==> config.mk <==
export PLATFORM = sky130hd
export DESIGN_NAME = frame_streamer
export DESIGN_NICKNAME = d
export VERILOG_FILES = /design/src/rtl/frame_streamer.sv
export SDC_FILE = /design/constraint.sdc
export NUM_CORES = 1
export LEC_CHECK = 0
export CORE_ASPECT_RATIO = 2
export CORE_UTILIZATION = 50
export CTS_CLUSTER_SIZE = 14
export DETAILED_ROUTE_END_ITERATION = 8
export PLACE_DENSITY_LB_ADDON = 0.08
export RECOVER_POWER = 50
export SYNTH_ARGS = -nofsm -noshare
export SYNTH_HDL_FRONTEND = slang
export SYNTH_SLANG_ARGS = --single-unit
==> constraint.sdc <==
create_clock -name clk -period 4.54 [get_ports clk]
set_input_delay 0.681 -clock clk [delete_from_list [all_inputs] [get_ports clk]]
set_output_delay 0.681 -clock clk [all_outputs]
set_load 0.01 [all_outputs]
==> src/rtl/frame_streamer.sv <==
// Reads a finished frame from a synchronous-read pixel RAM in raster order and
// streams it out with eol/eof markers. Optional macro: FRAME_STREAMER_GRAY_EN.
module frame_streamer #(
    parameter int BPP    = 3,
    parameter int WIDTH  = 15,
    parameter int HEIGHT = 15,
    parameter int PIXELS = WIDTH * HEIGHT,
    localparam int AW    = (PIXELS > 1) ? $clog2(PIXELS) : 1,
    localparam int DW    = 8 * BPP
) (
    input  logic          clk,
    input  logic          rst,
    input  logic          start,
    output logic          rd_en,
    output logic [AW-1:0] rd_adrr,
    input  logic [DW-1:0] rd_data,
    output logic          m_valid,
    input  logic          m_ready,
    output logic [DW-1:0] m_data,
    output logic          m_eol,
    output logic          m_eof,
    output logic          busy,
    output logic          done,
    output logic [1:0]    o_dbg_state
);

    localparam int CW = (WIDTH > 1) ? $clog2(WIDTH) : 1;
    localparam int RW = (HEIGHT > 1) ? $clog2(HEIGHT) : 1;

    typedef enum logic [1:0] {
        S_IDLE   = 2'd0,
        S_STREAM = 2'd1,
        S_DRAIN  = 2'd2
    } state_t;

    state_t          r_state;
    state_t          w_next_state;
    logic [AW:0]     r_issued;
    logic [CW-1:0]   r_col;
    logic [RW-1:0]   r_row;
    logic            r_inflight;
    logic            r_infl_eol;
    logic            r_infl_eof;
    logic [DW-1:0]   r_fifo_data [2];
    logic            r_fifo_eol  [2];
    logic            r_fifo_eof  [2];
    logic [1:0]      r_count;
    logic            r_rd_ptr;
    logic            r_wr_ptr;

    logic            w_pop;
    logic            w_rd_en;
    logic            w_issue_left;
    logic            w_iss_eol;
    logic            w_iss_eof;
    logic [1:0]      w_occ;
    logic [1:0]      w_count_nxt;
    logic            w_done;
    logic [DW-1:0]   w_cap_data;

    // Optional luma conversion on the capture path; no extra pipeline stage.
`ifdef FRAME_STREAMER_GRAY_EN
    generate
        if (BPP == 3) begin : g_gray
            logic [9:0] w_sum;
            logic [7:0] w_y;
            assign w_sum = {2'b00, rd_data[23:16]} + {1'b0, rd_data[15:8], 1'b0}
                         + {2'b00, rd_data[7:0]};
            assign w_y = 8'(w_sum >> 2);
            assign w_cap_data = {w_y, w_y, w_y};
        end else begin : g_pass
            assign w_cap_data = rd_data;
        end
    endgenerate
`else
    assign w_cap_data = rd_data;
`endif

    always_comb begin
        w_pop        = (r_count != 2'd0) && m_ready;
        w_issue_left = r_issued < (AW+1)'(PIXELS);
        w_iss_eol    = r_col == CW'(WIDTH - 1);
        w_iss_eof    = w_iss_eol && (r_row == RW'(HEIGHT - 1));
        // Occupancy after this cycle's pop, counting the read already in flight.
        w_occ        = r_count + 2'(r_inflight) - 2'(w_pop);
        w_count_nxt  = r_count + 2'(r_inflight) - 2'(w_pop);
        w_rd_en      = (r_state == S_STREAM) && w_issue_left && (w_occ < 2'd2);
        w_done       = (r_state == S_DRAIN) && w_pop && r_fifo_eof[r_rd_ptr];

        w_next_state = r_state;
        case (r_state)
            S_IDLE:   if (start) w_next_state = S_STREAM;
            S_STREAM: if (w_rd_en && (r_issued == (AW+1)'(PIXELS - 1))) w_next_state = S_DRAIN;
            S_DRAIN:  if (w_done) w_next_state = S_IDLE;
            default:  w_next_state = S_IDLE;
        endcase
    end

    always_ff @(posedge clk) begin
        if (rst) begin
            r_state    <= S_IDLE;
            r_issued   <= '0;
            r_col      <= '0;
            r_row      <= '0;
            r_inflight <= 1'b0;
            r_infl_eol <= 1'b0;
            r_infl_eof <= 1'b0;
            r_count    <= '0;
            r_rd_ptr   <= 1'b0;
            r_wr_ptr   <= 1'b0;
            for (int i = 0; i < 2; i++) begin
                r_fifo_data[i] <= '0;
                r_fifo_eol[i]  <= 1'b0;
                r_fifo_eof[i]  <= 1'b0;
            end
        end else begin
            r_state <= w_next_state;
            if ((r_state == S_IDLE) && start) begin
                r_issued <= '0;
                r_col    <= '0;
                r_row    <= '0;
            end else if (w_rd_en) begin
                r_issued <= r_issued + (AW+1)'(1);
                if (w_iss_eol) begin
                    r_col <= '0;
                    r_row <= w_iss_eof ? '0 : r_row + RW'(1);
                end else begin
                    r_col <= r_col + CW'(1);
                end
            end
            r_inflight <= w_rd_en;
            r_infl_eol <= w_rd_en & w_iss_eol;
            r_infl_eof <= w_rd_en & w_iss_eof;
            if (r_inflight) begin
                r_fifo_data[r_wr_ptr] <= w_cap_data;
                r_fifo_eol[r_wr_ptr]  <= r_infl_eol;
                r_fifo_eof[r_wr_ptr]  <= r_infl_eof;
                r_wr_ptr              <= ~r_wr_ptr;
            end
            if (w_pop) r_rd_ptr <= ~r_rd_ptr;
            r_count <= w_count_nxt;
        end
    end

    // Stream: a pixel transfers on a rising edge where m_valid and m_ready are both
    // high; while m_valid is high and m_ready low, data/eol/eof are held unchanged.
    assign m_valid     = r_count != 2'd0;
    assign m_data      = r_fifo_data[r_rd_ptr];
    assign m_eol       = r_fifo_eol[r_rd_ptr];
    assign m_eof       = r_fifo_eof[r_rd_ptr];
    assign rd_en       = w_rd_en;
    assign rd_adrr     = w_issue_left ? r_issued[AW-1:0] : AW'(PIXELS - 1);
    assign busy        = r_state != S_IDLE;
    assign done        = w_done;
    assign o_dbg_state = r_state;

endmodule

==> impl_metrics.tcl, run 1 <==
set metrics [dict create \
    drt_first_pass_iters 4 \
    max-vdd-ir-drop_uv 308.7 \
    rsz_0062_raised_after_global_routing "no" \
    syn_area_per_cell_um2 12.03 \
    ant_nets 0 \
    outcome "finished clean" \
    worst_path_max_delay_cell "sky130_fd_sc_hd__clkdlybuf4s50_1" \
    design.final.nets 408 \
    ys_dominant_reg_cell "sky130_fd_sc_hd__edfxtp_1" \
    ys_async_sr_fraction 0 \
    path_max_fanout 8 \
    yosysSeqAreaShare 0.5728 \
    yosys_register_bits 79 \
    pwr_density_cell_nw_per_um2 443.3 \
    worst_setup_path_start_kind "primary input" \
    die_height_um 123.2 \
    finalWirelength_mm 7.380 \
    gp_congestion 0.8023 \
    cellLeakagePower_nw 1.748 \
    fin_hold_ws_ps 486.3 \
    worst-slew-pin-transition_ps 1078 \
    timing_hold_violations_final 0 \
    worst_skew_pair.late_latency_ps 340 \
    syn-num-nets 339 \
    ys_top_cells_by_area "sky130_fd_sc_hd__edfxtp_1 (43%), sky130_fd_sc_hd__dfxtp_1 (15%), sky130_fd_sc_hd__and2_1 (9.7%)" \
    tritoncts_clock_tree "done" \
    tritoncts_num_sinks 79 \
    synth_top_area_share 0.4255 \
    finalCritPeriodShare 0.8633 \
    grt_antenna_before_repair 0 \
    cts_root_cell "sky130_fd_sc_hd__clkbuf_16" \
    skew_ps 6.481 \
    drc 0 \
    slew_headroom 0.2814 \
    post_cts_setup_buffer_count 0 \
    cap_violations 0 \
    die_width_um 62.58 \
    design.portCount 68 \
    clk_pin_slew_ps 60 \
    peak_freq_ghz 0.2551 \
    yosys_warnings 0 \
    synth-xor-area-share 0.01841 \
    fp.dieArea_um2 7707 \
    largest_net_degree_at_the_start_of_global_routing 28 \
    crit_path_cell_trace "clkdlybuf4s50_1, and2_0, ha_1, inv_1, ha_1, xnor3_1, nand3_1, inv_1, clkdlybuf4s50_1" \
    via_per_inst 5.409 \
    combinational_family_with_the_most_area_after_synthesis "simple AND/OR/NAND/NOR gates" \
    drive_above_1_share 0.1478 \
    cts_max_path_buffers 2 \
    hpwlAfterDp_mm 4.965 \
    via_count 2537 \
    finalMaxSlewViolations 0 \
    globalRouteTotalUtil 0.2053 \
    first_pass_grt_wire_length_mm 11.89 \
    synth_top_cell_by_area "sky130_fd_sc_hd__edfxtp_1" \
    synth_enable_flop_cells 52 \
    yosys-mux-area-fraction 0.08831 \
    min-delay-path-class "reg -> reg" \
    drtIter0Drc 143 \
    port-buffer-count 67 \
    cts-hold-fix-buffers 0 \
    core_um2 6994 \
    critical_path_class "in -> out" \
    grt-ovfl-total 0 \
    worstPathArrival_ps 3240 \
    first_global_vias 2444 \
    drt-wirelength-per-cell_um 15.74 \
    tritoncts_buffer_count 9 \
    required_ps 3860 \
    yosys.area_share.simple 0.2175 \
    netlist_area_um2 3670 \
    number_of_buffer_and_inverter_stages_on_the_critical_path 4 \
    h_tree_levels 3 \
    antenna-diode-count 0 \
    synth_fa_ha_area_frac 0.02046 \
    layout-area-overhead-vs-synth_pct 28.95 \
    floorplan.initialDensity 0.5247 \
    post_synth_num_cell_types 45 \
    syn-instance-count 305 \
    fin_tns_setup_ps 0 \
    post_cts_resized 0 \
    final.min_clock_period_ps 3920 \
    endpoint_kind "primary output" \
    total_of_endpoints_with_negative_setup_slack_in_the_final_report 0 \
    path_delay_family "buffers and inverters" \
    floorplan.rows 43 \
    synth_compound_area_frac 0.05830 \
    cpPeakStageDelay_ps 550 \
]
worst reg2reg max path, delay by kind of cell (launching register included):
| family | cells | cell delay [ps] |
|---|---|---|
| adders and majority gates | 2 | 510 |
| and+or+nand+nor | 3 | 670 |
| xor gates and xnor gates | 1 | 700 |
| buffers and inverters | 1 | 40 |
| DFF | 1 | 340 |
| AOI/OAI and AO/OA | 1 | 390 |
layout make-up:
type                            instances  area, µm²
Clock buffer                           10      229.0
Clock inverter                          6      85.08
Fill cell                             533       2262
Inverter                                9      33.78
Multi-Input combinational cell        203       1473
Sequential cell                        79       2102
Tap cell                               90      112.6
Timing Repair Buffer                   72      696.9
report_power, final:
group          internal [mW]  switching (mW)
logic                  0.255           0.230
clock network          0.479           0.279
registers              0.828          0.0264
path summary, 6_finish.rpt:
| check | startpoint | end | slack [ps] | cells past startpoint |
|---|---|---|---|---|
| hold reg to reg | r_row[3]$_SDFFE_PP0P_ | r_row[3]$_SDFFE_PP0P_ | 490 | 2 |
| setup / recovery | m_ready | rd_en | 620 | 9 |
| hold / removal | r_row[3]$_SDFFE_PP0P_ | r_row[3]$_SDFFE_PP0P_ | 490 | 2 |
| setup reg to reg | r_count[1]$_SDFF_PP0_ | o_dbg_state[0]$_SDFFE_PP0P_ | 1790 | 8 |
synth_stat cells (2+ instances only):
| library cell | instances |
|---|---|
| sky130_fd_sc_hd__nand2_1 | 13 |
| sky130_fd_sc_hd__o21ai_0 | 3 |
| sky130_fd_sc_hd__inv_1 | 9 |
| sky130_fd_sc_hd__a21oi_1 | 9 |
| sky130_fd_sc_hd__mux2i_1 | 2 |
| sky130_fd_sc_hd__or3_1 | 3 |
| sky130_fd_sc_hd__o22ai_1 | 2 |
| sky130_fd_sc_hd__and3_1 | 5 |
| sky130_fd_sc_hd__nor3_1 | 9 |
| sky130_fd_sc_hd__or4_1 | 4 |
| sky130_fd_sc_hd__buf_2 | 2 |
| sky130_fd_sc_hd__nor2b_1 | 2 |
| sky130_fd_sc_hd__and2_1 | 57 |
| sky130_fd_sc_hd__nand3_2 | 2 |
| sky130_fd_sc_hd__or2_2 | 7 |
| sky130_fd_sc_hd__dfxtp_1 | 27 |
| sky130_fd_sc_hd__ha_1 | 6 |
| sky130_fd_sc_hd__o31ai_1 | 6 |
| sky130_fd_sc_hd__edfxtp_1 | 52 |
| sky130_fd_sc_hd__nor3b_1 | 3 |
| sky130_fd_sc_hd__mux2_2 | 27 |
| sky130_fd_sc_hd__a21o_1 | 3 |
| sky130_fd_sc_hd__nor2_1 | 11 |
| sky130_fd_sc_hd__or4b_1 | 2 |
| sky130_fd_sc_hd__xnor2_1 | 4 |
| sky130_fd_sc_hd__clkbuf_1 | 11 |
| sky130_fd_sc_hd__nand4_1 | 6 |
per-layer routing:
metal | global-route usage | share of wire
met1 | 0.2183 | 0.39
met2 | 0.3784 | 0.55
met3 | 0.05074 | 0.038
met4 | 0.09012 | 0.020
met5 | 0 | 0
through the flow:
step           total power [mW]  setup slack [ps]  instance area [µm²]  utilization  instances
2_1_floorplan             1.154              1870                 3670            -        305
3_3_place_gp              1.360             919.8                 4446       0.6356        453
3_5_place_dp              1.369             846.1                 4446       0.6356        453
4_1_cts                   2.129             840.3                 4760       0.6805        469
5_1_grt                   2.186             443.8                 4732       0.6766        469
6_report                  2.097             620.4                 4732       0.6766        469
flip-flops by register name, summed over array words and instances (netlist names), named ones only:
signal,cells
r_infl_eol,1
r_inflight,1
r_rd_ptr,1
r_fifo_data,48
r_count,2
r_fifo_eol,2
r_col,4
o_dbg_state,2
r_row,4
r_issued,9
r_infl_eof,1
r_wr_ptr,1
r_fifo_eof,2
layout by cell type (no fill, tap or decap), drive strengths merged, types with 6 or more instances in the layout:
master,synthesis,layout
dlygate4sd3,0,8
edfxtp,52,52
nand2,13,13
and2,57,57
clkbuf,11,13
clkdlybuf4s50,0,59
nand4,6,6
or2,7,7
nor2,11,11
ha,6,6
mux2,27,27
o31ai,6,6
dfxtp,27,27
inv,9,9
a21oi,10,10
nor3,9,9
cell families (layout without fill, tap and decap cells):
group | count (synthesis) | count (layout)
AO/OA/AOI/OAI | 31 | 31
XOR/XNOR | 6 | 6
adder cells (fa/ha/maj) | 6 | 6
buffers and inverters | 23 | 97
flip-flops | 79 | 79
multiplexers | 29 | 29
AND/OR/NAND/NOR | 131 | 131
Power figures use the tool's default switching activity.
==> inputs of run 2 (changes only) <==
--- a/config.mk
+++ b/config.mk
@@ -7,8 +7,9 @@
 export LEC_CHECK = 0
 export CORE_ASPECT_RATIO = 2
 export CORE_UTILIZATION = 50
-export CTS_CLUSTER_SIZE = 14
+export CTS_CLUSTER_SIZE = 40
 export DETAILED_ROUTE_END_ITERATION = 8
+export GPL_ROUTABILITY_DRIVEN = 0
 export PLACE_DENSITY_LB_ADDON = 0.08
 export RECOVER_POWER = 50
 export SYNTH_ARGS = -nofsm -noshare
==> results of run 2 <==
Same layout as run 1: the final DEF is identical, and so are final timing and power.
